<file path="src/rtl/nes_pad_pkg.sv">
// Shared types and constants for the serial game-pad scanner: FSM states,
// button bit positions inside a committed pad field, and 50 MHz timing defaults.
package nes_pad_pkg;

  typedef enum logic [2:0] {
    IDLE,
    LATCH,
    PULSE_LO,
    PULSE_HI,
    DONE
  } scan_state_t;

  // NES field positions: the first bit shifted out of the pad lands in the MSB
  localparam int BTN_A      = 7;
  localparam int BTN_B      = 6;
  localparam int BTN_SELECT = 5;
  localparam int BTN_START  = 4;
  localparam int BTN_UP     = 3;
  localparam int BTN_DOWN   = 2;
  localparam int BTN_LEFT   = 1;
  localparam int BTN_RIGHT  = 0;

  // SNES 16-bit field positions; bits 3..0 are unused by the pad and read as released
  localparam int SNES_B      = 15;
  localparam int SNES_Y      = 14;
  localparam int SNES_SELECT = 13;
  localparam int SNES_START  = 12;
  localparam int SNES_UP     = 11;
  localparam int SNES_DOWN   = 10;
  localparam int SNES_LEFT   = 9;
  localparam int SNES_RIGHT  = 8;
  localparam int SNES_A      = 7;
  localparam int SNES_X      = 6;
  localparam int SNES_L      = 5;
  localparam int SNES_R      = 4;

  localparam int DEF_LATCH_CYCLES    = 600;
  localparam int DEF_HALF_BIT_CYCLES = 300;
  localparam int DEF_POLL_CYCLES     = 833334;

  function automatic int max2(input int a, input int b);
    return (a > b) ? a : b;
  endfunction

endpackage

</file>
<file path="src/rtl/nes_poll_timer.sv">
// Free-running wrap counter that emits a one-cycle expiry pulse every
// POLL_CYCLES clocks; POLL_CYCLES == 0 keeps the pulse permanently low.
module nes_poll_timer
  import nes_pad_pkg::*;
#(
  parameter int POLL_CYCLES = DEF_POLL_CYCLES
) (
  input  logic clock,
  input  logic reset,
  output logic expire
);

  localparam bit ENABLED = (POLL_CYCLES != 0);
  localparam int CW      = $clog2(max2(POLL_CYCLES, 2));
  localparam int LAST    = ENABLED ? POLL_CYCLES - 1 : 0;

  logic [CW-1:0] count;

  always_ff @(posedge clock) begin
    if (reset) begin
      count  <= '0;
      expire <= 1'b0;
    end else if (count == CW'(LAST)) begin
      count  <= '0;
      expire <= ENABLED;
    end else begin
      count  <= count + 1'b1;
      expire <= 1'b0;
    end
  end

endmodule

</file>
<file path="src/rtl/nes_pad_scanner.sv">
// Multi-pad NES/SNES serial scanner: drives a shared latch/pulse pair, shifts
// every pad into a shadow word and commits it with pressed/released edges.
module nes_pad_scanner
  import nes_pad_pkg::*;
#(
  parameter int NUM_PADS        = 2,
  parameter int NUM_BITS        = 8,
  parameter int LATCH_CYCLES    = DEF_LATCH_CYCLES,
  parameter int HALF_BIT_CYCLES = DEF_HALF_BIT_CYCLES,
  parameter int POLL_CYCLES     = DEF_POLL_CYCLES
) (
  input  logic                         clock,
  input  logic                         reset,
  input  logic [NUM_PADS-1:0]          data,
  input  logic                         poll_now,
  output logic                         latch,
  output logic                         pulse,
  output logic [NUM_PADS*NUM_BITS-1:0] buttons,
  output logic [NUM_PADS*NUM_BITS-1:0] pressed,
  output logic [NUM_PADS*NUM_BITS-1:0] released,
  output logic                         frame_valid,
  output logic                         busy
);

  localparam int W  = NUM_PADS * NUM_BITS;
  localparam int PW = $clog2(max2(max2(LATCH_CYCLES, HALF_BIT_CYCLES), 2));
  localparam int BW = $clog2(max2(NUM_BITS, 2));

  localparam logic [PW-1:0] LATCH_LAST = PW'(LATCH_CYCLES - 1);
  localparam logic [PW-1:0] HALF_LAST  = PW'(HALF_BIT_CYCLES - 1);
  localparam logic [BW-1:0] BIT_LAST   = BW'(NUM_BITS - 1);

  scan_state_t   state;
  logic [PW-1:0] phase;
  logic [BW-1:0] bit_idx;
  logic          poll_pending;
  logic          expire;
  logic          start;
  logic          sample;
  logic [W-1:0]  shadow;

  nes_poll_timer #(
    .POLL_CYCLES(POLL_CYCLES)
  ) u_poll_timer (
    .clock (clock),
    .reset (reset),
    .expire(expire)
  );

  assign start  = (state == IDLE) && (poll_now || poll_pending);
  // Pads are sampled as pulse falls: end of latch, then end of each high phase
  assign sample = ((state == LATCH)    && (phase == LATCH_LAST)) ||
                  ((state == PULSE_HI) && (phase == HALF_LAST));

  for (genvar p = 0; p < NUM_PADS; p++) begin : g_pad
    logic [NUM_BITS-1:0] shift;

    always_ff @(posedge clock) begin
      if (reset) begin
        shift <= '0;
      end else if (sample) begin
        shift <= {shift[NUM_BITS-2:0], ~data[p]};
      end
    end

    assign shadow[p*NUM_BITS +: NUM_BITS] = shift;
  end

  always_ff @(posedge clock) begin
    if (reset) begin
      state        <= IDLE;
      phase        <= '0;
      bit_idx      <= '0;
      poll_pending <= 1'b0;
      latch        <= 1'b0;
      pulse        <= 1'b1;
      busy         <= 1'b0;
      frame_valid  <= 1'b0;
      buttons      <= '0;
      pressed      <= '0;
      released     <= '0;
    end else begin
      frame_valid <= 1'b0;
      if (expire) begin
        poll_pending <= 1'b1;
      end
      case (state)
        IDLE: begin
          if (start) begin
            state        <= LATCH;
            phase        <= '0;
            bit_idx      <= '0;
            latch        <= 1'b1;
            pulse        <= 1'b1;
            busy         <= 1'b1;
            poll_pending <= expire;
          end
        end
        LATCH: begin
          if (phase == LATCH_LAST) begin
            state <= PULSE_LO;
            phase <= '0;
            latch <= 1'b0;
            pulse <= 1'b0;
          end else begin
            phase <= phase + 1'b1;
          end
        end
        PULSE_LO: begin
          if (phase == HALF_LAST) begin
            phase <= '0;
            pulse <= 1'b1;
            if (bit_idx == BIT_LAST) begin
              // Commit lands on entry to DONE so outputs are valid during it
              state       <= DONE;
              buttons     <= shadow;
              pressed     <= shadow & ~buttons;
              released    <= ~shadow & buttons;
              frame_valid <= 1'b1;
            end else begin
              state <= PULSE_HI;
            end
          end else begin
            phase <= phase + 1'b1;
          end
        end
        PULSE_HI: begin
          if (phase == HALF_LAST) begin
            state   <= PULSE_LO;
            phase   <= '0;
            pulse   <= 1'b0;
            bit_idx <= bit_idx + 1'b1;
          end else begin
            phase <= phase + 1'b1;
          end
        end
        DONE: begin
          state <= IDLE;
          busy  <= 1'b0;
        end
        default: begin
          state <= IDLE;
        end
      endcase
    end
  end

endmodule

</file>
<file path="config.mk">
export PLATFORM = sky130hd
export DESIGN_NAME = nes_pad_scanner
export DESIGN_NICKNAME = d
export VERILOG_FILES = /design/src/rtl/nes_pad_pkg.sv /design/src/rtl/nes_poll_timer.sv /design/src/rtl/nes_pad_scanner.sv
export SDC_FILE = /design/constraint.sdc
export NUM_CORES = 1
export LEC_CHECK = 0
export BUFFER_PORTS_ARGS = -buffer_cell sky130_fd_sc_hd__buf_2
export CAP_MARGIN = 20
export CORE_MARGIN = 2
export CORE_UTILIZATION = 55
export DETAILED_ROUTE_END_ITERATION = 10
export PLACE_DENSITY = 0.84
export SETUP_SLACK_MARGIN = 0.02
export SLEW_MARGIN = 40
export SYNTH_ARGS = -nofsm -noshare
export SYNTH_HDL_FRONTEND = slang
export SYNTH_SLANG_ARGS = --single-unit
</file>
<file path="constraint.sdc">
create_clock -name clock -period 2.2 [get_ports clock]
set_clock_uncertainty 0.1 [all_clocks]
set_input_delay 0.33 -clock clock [delete_from_list [all_inputs] [get_ports clock]]
set_output_delay 0.33 -clock clock [all_outputs]
set_load 0.02 [all_outputs]
</file>
After elaboration in Yosys (flattened, before gate mapping)
Index checks and enable logic that the tools add are counted.
Word-level totals
  bits of input ports: 5
  memories: 0
  latch bits: 0
  memory bits (read-only): 0
  memory bits (writable): 0
  logic and storage cells: 84
  bits in registers: 106
  output and inout bits: 52
Operators by class
  equality and inequality tests: 12
  div/mod/pow operators: 0
  bitwise operators: 8
  shifts and indexed selects: 0
  reductions and logical operators: 21
  mux-type cells: 25
  $add $sub $neg: 3
  $mul: 0
  magnitude comparators: 0
Operators with widths (number)
  $and A16 B16 Y16: 2
  $not A16 Y16: 2
  $mux W10: 3
  $pmux W10 S3: 1
  $mux W3: 7
  $add A20 B1 Y20 const B: 1
  $eq A20 B20 Y1 const B: 1
  $pmux W3 S4: 1
  $add A10 B1 Y10 const B: 1
  $eq A10 B10 Y1 const B: 1
  $eq A10 B9 Y1 const B: 1
  $mux W1: 9
  $reduce_and A3 Y1: 3
  $eq A3 B2 Y1 const B: 2
  $eq A3 B3 Y1 const B: 2
  $pmux W3 S2: 1
  $reduce_bool A2 Y1: 3
  $reduce_and A5 Y1: 1
  $ne A2 B1 Y1 const B: 2
  $ne A2 B2 Y1 const B: 2
  $not A1 Y1: 4
  $pmux W1 S2: 2
  $pmux W1 S4: 1
  $reduce_and A2 Y1: 2
  10 further kinds: 14

Longest topological paths before layout
Gate-level depths: netlist of the first run.
  depth in word-level cells: 4
  gate-level depth with buffers: 8
  depth with buffers taken out: 6

Cells and area by module
A second synthesis of the first run with hierarchy kept.
Second synthesis, totals
  cell total of the unflattened synthesis: 537
  area, all modules: 4662.0 µm²
By module, submodules not included
  nes_pad_scanner: seq. area each 1701.6 µm², cells each 430, area an instance 3681.0 µm², instances 1
  nes_poll_timer: seq. area each 420.4 µm², cells each 107, area an instance 980.9 µm², instances 1

Worst setup path after synthesis of the first run
Ideal clock, no wire load.
  path kind: reg-to-reg
  from: reg phase[0]
  to: reg g_pad[0].shift[5]
  path slack: 0.385 ns
  library setup time: 0.132 ns
  arrival time: 1.583 ns
  cell stages (with the launch flop): 7
  period minus slack after synthesis: 1.815 ns
  path buffers: 1
  required time: 1.968 ns
  cells stage by stage: dfxtp_1 ha_1 nor2b_1 nand4_1 clkbuf_1 nand3_1 a21oi_1
On the way
  longest elaborated chain between the ends: 3
  elaborated cells between the ends (all ways): 5
  those cells by class: eq/ne: 2; reduce/logical: 3
Ends and longest elaborated chain
  from (decl): line nes_pad_scanner.sv:34  | logic [PW-1:0] phase;
  from (signal assigned): line nes_pad_scanner.sv:106  | phase <= phase + 1'b1;
  from (signal assigned): line nes_pad_scanner.sv:124  | phase <= phase + 1'b1;
  from (signal assigned): line nes_pad_scanner.sv:134  | phase <= phase + 1'b1;
  $eq A10 B10 Y1 or $eq A10 B9 Y1 (tied branches): line nes_pad_scanner.sv:52, nes_pad_scanner.sv:53
  $logic_and A1 B1 Y1, on equally long branches: line nes_pad_scanner.sv:52, nes_pad_scanner.sv:53
  $logic_or A1 B1 Y1 (*): line nes_pad_scanner.sv:52  | assign sample = ((state == LATCH) && (phase == LATCH_LAST)) ||
  to (signal assigned): line nes_pad_scanner.sv:62  | shift <= {shift[NUM_BITS-2:0], ~data[p]};
  to (decl): line nes_pad_scanner.sv:56  | logic [NUM_BITS-1:0] shift;
Mark *: on every way between the ends. The rest lies on a longest branch, timed or not.
A chain may end at the register's enable or synchronous reset.

Worst setup path in the final report of the first run
  from: reg state[0]
  to: reg phase[5]
On the way
  longest elaborated chain between the ends: 4
  elaborated cells between the ends (all ways): 10
  those cells by class: eq/ne: 4; mux: 1; reduce/logical: 5
Ends and longest elaborated chain
  from (decl): line nes_pad_scanner.sv:33  | scan_state_t state;
  from (signal assigned): line nes_pad_scanner.sv:71  | state <= IDLE;
  from (signal assigned): line nes_pad_scanner.sv:90  | state <= LATCH;
  from (signal assigned): line nes_pad_scanner.sv:101  | state <= PULSE_LO;
  $eq A3 B2 Y1 or $logic_not A3 Y1 (tied branches): line nes_pad_scanner.sv:87, nes_pad_scanner.sv:50
  $reduce_or A2 Y1 (no source line) or $logic_and A1 B1 Y1 (tied branches)
  $reduce_bool A3 Y1 (no source line) or $ne A2 B2 Y1 (tied branches)
  $reduce_and A2 Y1 (no source line)
Several ways; a longest one is shown, not always the timed one.

==> implementation parameters, run 1 <==
Parameter                              Value

Clock tree
  Cell at the root of the clock tree    clkbuf_8
  Clock tree from TritonCTS    built
  Clock network latency to the later pin of the worst-skew pair    between 0.3 and 0.4 ns
  H-tree depth    3
  Number of buffers created by CTS    9
  Number of buffers added to fix hold violations after cts    0
  Clock tree buffer depth    2
  Clock transition at the registers of the reported paths    0.10 ns
  Clock sinks    between 100 and 150

Finish
  Fraction of final layout cells sized beyond drive strength 1    0.158
  Most common library cell in the layout ignoring fill and taps    dfxtp_1
  Util after Layout    0.645
  Area occupied by registers    2120 um^2
  Fin nets    approximately 600
  Top library cells by usage in the layout, fill and taps aside    dfxtp_1, nand2_1, a21oi_1
  Layout overhead on the synthesized area    12.4%
  Final-layout fill cell count    ~650
  Ant. Diodes    0
  Area of the multi-input gates    around 2200 um^2

Hold path
  Type of the worst min-delay path    input port to register
  Worst Hold Path Cells    2

Setup path
  Critical path startpoint category    register
  Critical path's slowest cell    dfxtp_1
  Count of buffer and inverter cells on the critical path    1
  Worst EP required    between 2 and 2.5 ns
  Nature of the critical path endpoint    register
  Maximum cell stage delay along the critical path    roughly 0.46 ns
  Levels on crit path    5
  Critical-path maximum fanout    9
  Start-to-end type of the worst setup path    register to register
  List of cells traversed by the critical path    or3b_1 > a31oi_2 > buf_4 > o211ai_1 > a31oi_1
  Family with the most delay on the worst path    compound AO/OA/AOI/OAI gates
  Worst Reg2Reg Path Length in Cells    5
  Signal arrival time at the worst endpoint    2.18 ns

Synth
  Synthesis warning total    0
  Sequential area share after synthesis    0.473
  Proportion of register bits with asynchronous set or reset after synthesis    0
  Mapped cell area    ~4500 um^2
  Synthesized area per cell    between 8 and 9 um^2
  Leading register cell type out of synthesis    dfxtp_1
  Number of synthesized register bits    between 100 and 150
  Cells after Synth    534
  Synth cell types    50
  Net count after synthesis    544
  EDFF count, synth    0

Timing
  Worst Tran Pin Value    approximately 0.64 ns
  Final worst path period share    0.903
  Total negative setup slack    0 ns
  Total of endpoints with negative setup slack in the final report    0
  Final hold violations    0
  Minimum clock period    around 2.0 ns
  Slew Limit Headroom    0.570
  Setup repair after global routing missed its margin    no
  Pins Over Slew Limit    0
  Highest Clock Rate    roughly 500 MHz

Global routing
  Wire length of the first global-routing pass    approximately 16000 um
  Maximum number of pins on one net before global-route repair    56
  Combined global-route utilization of all metal layers    0.222
  Grt ovf    0
  Vias in the first global route    3620
  Initial antenna violation count    0

Pwr
  Leak Pwr    between 1.5 and 2 nW
  IR Drop Worst-Case VDD    0.000384 V
  Power per Cell Area    roughly 720 nW/um^2

Detailed routing
  Remaining DRCs    0
  Vias after detailed routing    ~3900
  First-iteration detailed-routing DRC count    about 190
  Post-DR wirelength/cell    ~14 um
  First-pass DRT Iterations    5
  Count of nets left with antenna violations after detail routing    0
  Via density per instance    between 5 and 6
  Aggregate routed wire length    between 9000 and 10000 um

Floorplanning
  Area of the placeable core    7810 um^2
  Initial core utilization    0.574
  Die area    8890 um^2
  Die Y    ~94 um
  Number of core rows    32
  # IOs    57
  Die Width    94.3 um

Placement
  Post-detail-place hpwl    6520 um
  Port Buffer Count    between 50 and 60
  Placer congestion estimate    between 0.8 and 0.9

Flow run
  Maxcap violations    0

Status
  Status    finished, final reports clean
state kept, by name, indices dropped and copies added, names as in the netlist, 3 cells and up:
register	count
pressed	16
released	16
state	3
phase	10
buttons	16
bit_idx	3
u_poll_timer.count	20
g_pad.shift	16
synth_stat cells (9+ instances only):
library cell,number,area share
nand3b_1,32,0.054
nor2_1,27,0.023
xnor2_1,9,0.018
buf_2,11,0.012
nor3_1,10,0.011
clkbuf_1,17,0.014
a21oi_1,85,0.095
o21ai_0,19,0.021
nand2_1,87,0.073
dfxtp_1,106,0.47
inv_1,9,0.0075
nand4_1,9,0.013
nand3_1,27,0.030
worst paths after layout:
| path | slack (ns) | to | start |
|---|---|---|---|
| min | 0.04 | g_pad[1].shift[0] | data[1] |
| min reg2reg | 0.35 | poll_pending | u_poll_timer.expire |
| max reg2reg | 0.21 | phase[5] | state[0] |
| max | 0.21 | phase[5] | state[0] |
cell type report:
| type | instances | area share |
|---|---|---|
| Clock buffer | 10 | 0.0273 |
| Sequential cell | 106 | 0.421 |
| Multi-Input combinational cell | 386 | 0.430 |
| Clock inverter | 6 | 0.0124 |
| Tap cell | 102 | 0.0253 |
| Inverter | 9 | 0.00671 |
| Timing Repair Buffer | 67 | 0.0770 |
per-layer routing:
| layer | share of wire | GRT usage | wire length [um] | vias up |
|---|---|---|---|---|
| li1 | - | - | - | 1987 |
| met1 | 0.45 | 0.279 | 4350 | 1831 |
| met2 | 0.49 | 0.379 | 4680 | 100 |
| met3 | 0.047 | 0.0353 | 449 | 16 |
| met4 | 0.016 | 0.0870 | 158 | 0 |
| met5 | 0 | 0 | 0 | - |
per-stage QoR:
stage	setup slack (ns)	power (mW)	cells	hold slack, ns	area (um^2)
after floorplan	0.385	2.35	534	0.313	4480
after global placement	0.297	2.43	670	0.320	4830
after detailed placement	0.228	2.45	670	0.340	4830
after CTS	0.201	3.63	686	0.0291	5030
after global routing	0.0463	3.77	686	0.0319	5040
final	0.214	3.61	686	0.0386	5040
repair_timing:
item | 4_1_cts | 5_1_grt
endpoints found under the hold margin | 0 | 0
gates resized for setup | 0 | 1
endpoints found under the setup margin | 0 | 2
buffers inserted | 0 | 0
kinds of logic after synthesis:
| logic type | share of synthesized area |
|---|---|
| simple gates | 0.278 |
| compound gates | 0.167 |
| flops | 0.473 |
| buf+inv | 0.0441 |
| xor+xnor | 0.0234 |
| fa+ha+maj | 0.0140 |
where the power goes:
part           internal, mW  switching, mW
combinational         0.145          0.244
sequential             1.97         0.0602
clock                 0.477          0.720
total                  2.59           1.02
Power figures use the tool's default switching activity.
==> inputs of run 2 (changes only) <==
--- a/config.mk
+++ b/config.mk
@@ -10,6 +10,7 @@
 export CORE_MARGIN = 2
 export CORE_UTILIZATION = 55
 export DETAILED_ROUTE_END_ITERATION = 10
+export HOLD_SLACK_MARGIN = 0.05
 export PLACE_DENSITY = 0.84
 export SETUP_SLACK_MARGIN = 0.02
 export SLEW_MARGIN = 40
==> implementation parameters, run 2 (same netlist as run 1, synthesis figures left out) <==
Parameter                              Value

Status
  Status    finished, final reports clean

Finish
  Number of flip-flops in the largest register    20 (unchanged)
  Top library cells by usage in the layout, fill and taps aside    dfxtp_1, nand2_1, a21oi_1
  Fin nets    591 (+0.34%)
  Fraction of final layout cells sized beyond drive strength 1    0.157 (-0.000538)
  Most flops, register    u_poll_timer.count
  Most common library cell in the layout ignoring fill and taps    dfxtp_1
  Ant. Diodes    0 (unchanged)
  Cell area after layout    5060 um^2 (+0.40%)
  Layout overhead on the synthesized area    12.8%

Setup path
  Signal arrival time at the worst endpoint    2.17 ns (about the same)
  Nature of the critical path endpoint    register
  Start-to-end type of the worst setup path    register to register
  Worst EP required    2.40 ns (about the same)
  Critical-path maximum fanout    9 (unchanged)
  Critical path startpoint category    register

Placement
  Area post-placement    4830 um^2 (unchanged)
  Placer congestion estimate    0.856 (unchanged)
  Port Buffer Count    56 (unchanged)
  Post-detail-place hpwl    6520 um (unchanged)

Clock tree
  Clock tree buffer depth    2 (unchanged)
  Number of buffers created by CTS    9 (unchanged)
  H-tree depth    3 (unchanged)
  Cell at the root of the clock tree    clkbuf_8
  Clock network latency to the later pin of the worst-skew pair    0.37 ns (about the same)
  Clock tree from TritonCTS    built
  Clock transition at the registers of the reported paths    0.10 ns (about the same)
  Clock sinks    106 (unchanged)

Detailed routing
  Count of nets left with antenna violations after detail routing    0 (unchanged)
  Remaining DRCs    0 (unchanged)
  Post-DR wirelength/cell    14.0 um (-0.14%)
  Via density per instance    5.71 (-0.42%)
  Aggregate routed wire length    9650 um (+0.16%)
  First-iteration detailed-routing DRC count    185 (-0.54%)
  Vias after detailed routing    3929 (-0.13%)
  First-pass DRT Iterations    4 (-1)

Global routing
  Grt ovf    0 (unchanged)
  Maximum number of pins on one net before global-route repair    56 (unchanged)
  GR met3 Demand/Resource    0.0361 (+0.000803)
  Initial antenna violation count    0 (unchanged)
  Met1 global-route usage    0.280 (+0.00101)
  Combined global-route utilization of all metal layers    0.222 (+0.000679)
  GR Util met2    0.380 (+0.000595)
  Wire length of the first global-routing pass    16100 um (+0.26%)
  Busiest grt layer    met2
  Vias in the first global route    3621 (+0.028%)

Floorplanning
  Number of core rows    32 (unchanged)
  Initial core utilization    0.574 (unchanged)
  # IOs    57 (unchanged)
  Die Width    94.3 um (unchanged)
  Die Y    94.3 um (unchanged)
  Die area    8890 um^2 (unchanged)
  Area of the placeable core    7810 um^2 (unchanged)

Timing
  Slew Limit Headroom    0.565 (-0.00419)
  Highest Clock Rate    506 MHz (+0.55%)
  Worst Tran Pin Value    0.645 ns (+0.00622 ns)
  Final hold violations    0 (unchanged)
  Pins Over Slew Limit    0 (unchanged)
  Final worst path period share    0.898 (-0.00496)
  Minimum clock period    1.97 ns (-0.0109 ns)
  Setup repair after global routing missed its margin    no
  Total of endpoints with negative setup slack in the final report    0 (unchanged)
  Total negative setup slack    0 ns (unchanged)

Pwr
  Share of power burned in the clock network    0.332 (about the same)
  Power per Cell Area    715 nW/um^2 (-0.27%)
  Switching share of power    0.284 (about the same)
  P_int    2.59 mW (about the same)
  Combinational cell fraction of total power    0.108 (about the same)
  Switching Power    1.03 mW (+0.22%)
  Leak Pwr    1.82 nW (+0.46%)
  Reg power frac    0.560 (about the same)
  IR Drop Worst-Case VDD    0.000387 V (+0.81%)

Flow run
  Maxcap violations    0 (unchanged)

Hold path
  Type of the worst min-delay path    register to register
==> run 2: changes by cell type in the layout (fill, tap and decap cells not counted) <==
cell,previous run,this run
dlygate4sd3_1,0,2
==> run 2: critical path, cell delays in order, from the launching register on <==
cell      delay, ns
dfxtp_1        0.46
or3b_1         0.42
a31oi_2        0.39
buf_4          0.24
o211ai_1       0.10
a31oi_1        0.20
==> run 2: what timing repair did <==
item	CTS	global route
setup endpoints to repair	0	2
hold buffers	2	0
resized for setup	0	1
buffers inserted	0	0
hold endpoints to repair	2	0
==> run 2: power by group through the flow <==
stage	Sequential, mW	Clock [mW]	Combinational [mW]
floorplan	2.07	0	0.279
global placement	2.06	0	0.371
detailed placement	2.07	0	0.383
CTS	2.02	1.21	0.391
global route	2.03	1.30	0.438
finish	2.03	1.20	0.390
==> run 2: metrics by stage <==
step / std cells / worst slack, ns / utilization / power, mW / hold WS (ns)
floorplan: 534 / 0.385 / - / 2.35 / 0.313
global placement: 670 / 0.297 / 0.619 / 2.43 / 0.320
detailed placement: 670 / 0.228 / 0.619 / 2.45 / 0.340
CTS: 688 / 0.201 / 0.647 / 3.63 / 0.357
global route: 688 / 0.0463 / 0.648 / 3.77 / 0.374
finish: 688 / 0.225 / 0.648 / 3.62 / 0.354
==> run 2: final cells by class <==
| class | instances | area [um^2] |
|---|---|---|
| Fill cell | 646 | 2750 |
| Multi-Input combinational cell | 386 | 2170 |
| Sequential cell | 106 | 2120 |
| Timing Repair Buffer | 69 | 408 |
| Clock buffer | 10 | 138 |
| Tap cell | 102 | 128 |
| Clock inverter | 6 | 62.6 |
| Inverter | 9 | 33.8 |
==> run 2: per-layer routing <==
layer | wire, um | part of all wire | vias up
li1 | - | - | 1991
met1 | 4360 | 0.45 | 1832
met2 | 4700 | 0.49 | 92
met3 | 432 | 0.045 | 14
met4 | 155 | 0.016 | 0
met5 | 0 | 0 | -
==> run 2: worst paths after layout <==
check	start	endpoint	slack (ns)	cells past startpoint
min	u_poll_timer.expire	poll_pending	0.35	2
max reg2reg	state[0]	phase[5]	0.23	5
max	state[0]	phase[5]	0.23	5
min reg2reg	u_poll_timer.expire	poll_pending	0.35	2
==> inputs of run 3 (changes only) <==
--- a/config.mk
+++ b/config.mk
@@ -7,7 +7,6 @@
 export LEC_CHECK = 0
 export BUFFER_PORTS_ARGS = -buffer_cell sky130_fd_sc_hd__buf_2
 export CAP_MARGIN = 20
-export CORE_MARGIN = 2
 export CORE_UTILIZATION = 55
 export DETAILED_ROUTE_END_ITERATION = 10
 export HOLD_SLACK_MARGIN = 0.05
==> implementation parameters, run 3 (same netlist as run 1, synthesis figures left out) <==
Parameter                              Value

Status
  Status    finished, final reports clean

Timing
  Final worst path period share    0.909 (+0.0109)
  Setup repair after global routing missed its margin    no
  Final hold violations    0 (unchanged)
  Worst Tran Pin Value    0.698 ns (+0.0526 ns)
  Total of endpoints with negative setup slack in the final report    0 (unchanged)
  Slew Limit Headroom    0.530 (-0.0355)
  Highest Clock Rate    500 MHz (-1.2%)
  Pins Over Slew Limit    0 (unchanged)
  Total negative setup slack    0 ns (unchanged)
  Minimum clock period    2.00 ns (+0.0240 ns)

Setup path
  Signal arrival time at the worst endpoint    2.19 ns (+0.02 ns)
  Critical path startpoint category    register
  Critical path's slowest cell    and4b_1
  Worst EP required    2.39 ns (about the same)
  Family with the most delay on the worst path    simple AND/OR/NAND/NOR gates
  List of cells traversed by the critical path    or3b_1 > and4b_1 > nor3_1 > a211oi_1
  Nature of the critical path endpoint    register
  Count of buffer and inverter cells on the critical path    0 (-1)
  Setup slack of the worst register-to-register path    0.20 ns (-0.02 ns)
  Capture instance of the worst register-to-register path    g_pad[0].shift[0]
  Maximum cell stage delay along the critical path    0.57 ns (+0.11 ns)
  Worst Reg2Reg Path Length in Cells    4 (-1)
  Start-to-end type of the worst setup path    register to register
  Critical-path maximum fanout    16 (+7)
  Launch instance of the worst register-to-register path    state[0]

Pwr
  Power per Cell Area    707 nW/um^2 (-1.1%)
  Leak Pwr    1.81 nW (-0.73%)
  Combinational cell fraction of total power    0.110 (+0.002)
  Switching share of power    0.286 (+0.00220)
  Switching Power    1.02 mW (-0.97%)
  P_int    2.54 mW (-2.0%)
  Reg power frac    0.571 (+0.011)
  IR Drop Worst-Case VDD    0.000342 V (-12%)
  Share of power burned in the clock network    0.318 (-0.014)

Clock tree
  Clock tree buffer depth    2 (unchanged)
  Resize count post-CTS    0 (unchanged)
  Post-CTS Repair Setup Buffers    0 (unchanged)
  Cell at the root of the clock tree    clkbuf_8
  Number of buffers added to fix hold violations after cts    2 (unchanged)
  Number of buffers created by CTS    9 (unchanged)
  H-tree depth    3 (unchanged)
  Clock transition at the registers of the reported paths    0.10 ns (about the same)
  Clock sinks    106 (unchanged)
  Clock tree from TritonCTS    built
  Clock network latency to the later pin of the worst-skew pair    0.37 ns (about the same)

Finish
  Fin nets    592 (+0.17%)
  Fraction of final layout cells sized beyond drive strength 1    0.155 (-0.00197)
  Most common library cell in the layout ignoring fill and taps    dfxtp_1
  Area occupied by registers    2120 um^2 (unchanged)
  Util after Layout    0.644 (-0.00385)
  Layout overhead on the synthesized area    12.1%
  Top library cells by usage in the layout, fill and taps aside    dfxtp_1, nand2_1, a21oi_1
  Number of flip-flops in the largest register    20 (unchanged)
  Ant. Diodes    0 (unchanged)
  Most flops, register    u_poll_timer.count
  Area of the multi-input gates    2160 um^2 (-0.12%)
  Final-layout fill cell count    654 (+1.2%)

Floorplanning
  Die area    8520 um^2 (-4.2%)
  Initial core utilization    0.574 (unchanged)
  # IOs    57 (unchanged)
  Die Y    92.3 um (-2.1%)
  Area of the placeable core    7810 um^2 (unchanged)
  Number of core rows    32 (unchanged)
  Die Width    92.3 um (-2.1%)

Global routing
  Vias in the first global route    3613 (-0.22%)
  Wire length of the first global-routing pass    16500 um (+2.1%)
  Initial antenna violation count    0 (unchanged)
  Grt ovf    0 (unchanged)
  Combined global-route utilization of all metal layers    0.239 (+0.0169)
  Maximum number of pins on one net before global-route repair    49 (-13%)

Flow run
  Maxcap violations    0 (unchanged)

Hold path
  Worst Hold Path Cells    2 (unchanged)
  Hold Crit Start    reset
  Type of the worst min-delay path    input port to register
  Destination of the worst hold path    u_poll_timer.expire

Detailed routing
  First-pass DRT Iterations    5 (+1)
  Count of nets left with antenna violations after detail routing    0 (unchanged)
  First-iteration detailed-routing DRC count    194 (+4.9%)
  Aggregate routed wire length    9690 um (+0.44%)
  Post-DR wirelength/cell    14.1 um (+0.29%)
  Via density per instance    5.78 (+1.3%)
  Remaining DRCs    0 (unchanged)
  Vias after detailed routing    3984 (+1.4%)

Placement
  Post-detail-place hpwl    6560 um (+0.65%)
  Port Buffer Count    56 (unchanged)
  Placer congestion estimate    0.849 (-0.86%)
-- run 3: power groups by stage --
stage          sequential, mW  combinational [mW]  clock (mW)
6_report                 2.03               0.392        1.13
3_3_place_gp             2.07               0.367           0
4_1_cts                  2.03               0.387        1.14
5_1_grt                  2.04               0.427        1.23
3_5_place_dp             2.07               0.379           0
2_1_floorplan            2.07               0.279           0
-- run 3: worst max-delay path by stage --
stage	cells past startpoint	start	endpoint
6_report	4	state[0]	g_pad[0].shift[0]
3_3_place_gp	7	phase[0]	released[14]
5_1_grt	7	phase[0]	pressed[2]
4_1_cts	4	state[0]	g_pad[0].shift[0]
2_1_floorplan	6	phase[0]	g_pad[0].shift[5]
3_5_place_dp	4	state[0]	g_pad[0].shift[0]
-- run 3: final cells by class --
type | count | share of cell area
clock buffers | 10 | 0.0254
clock inverters | 6 | 0.00996
inverters | 9 | 0.00672
multi-input cells | 386 | 0.430
flip-flops and latches | 106 | 0.422
well taps | 102 | 0.0254
repair buffers | 70 | 0.0801
-- run 3: through the flow --
| step | hold slack, ns | instances | power, mW | instance area (um^2) | setup slack (ns) |
|---|---|---|---|---|---|
| 2_1_floorplan | 0.313 | 534 | 2.35 | 4480 | 0.385 |
| 3_5_place_dp | 0.343 | 671 | 2.45 | 4830 | 0.227 |
| 6_report | 0.325 | 689 | 3.55 | 5030 | 0.201 |
| 5_1_grt | 0.344 | 689 | 3.70 | 5030 | 0.0695 |
| 4_1_cts | 0.303 | 689 | 3.56 | 5030 | 0.209 |
| 3_3_place_gp | 0.320 | 671 | 2.43 | 4830 | 0.329 |
-- run 3: layer usage --
| layer | global-route usage | vias up | part of all wire |
|---|---|---|---|
| li1 | - | 1992 | - |
| met1 | 0.299 | 1876 | 0.45 |
| met2 | 0.410 | 107 | 0.49 |
| met3 | 0.0556 | 9 | 0.045 |
| met4 | 0.0690 | 0 | 0.011 |
| met5 | 0 | - | 0 |
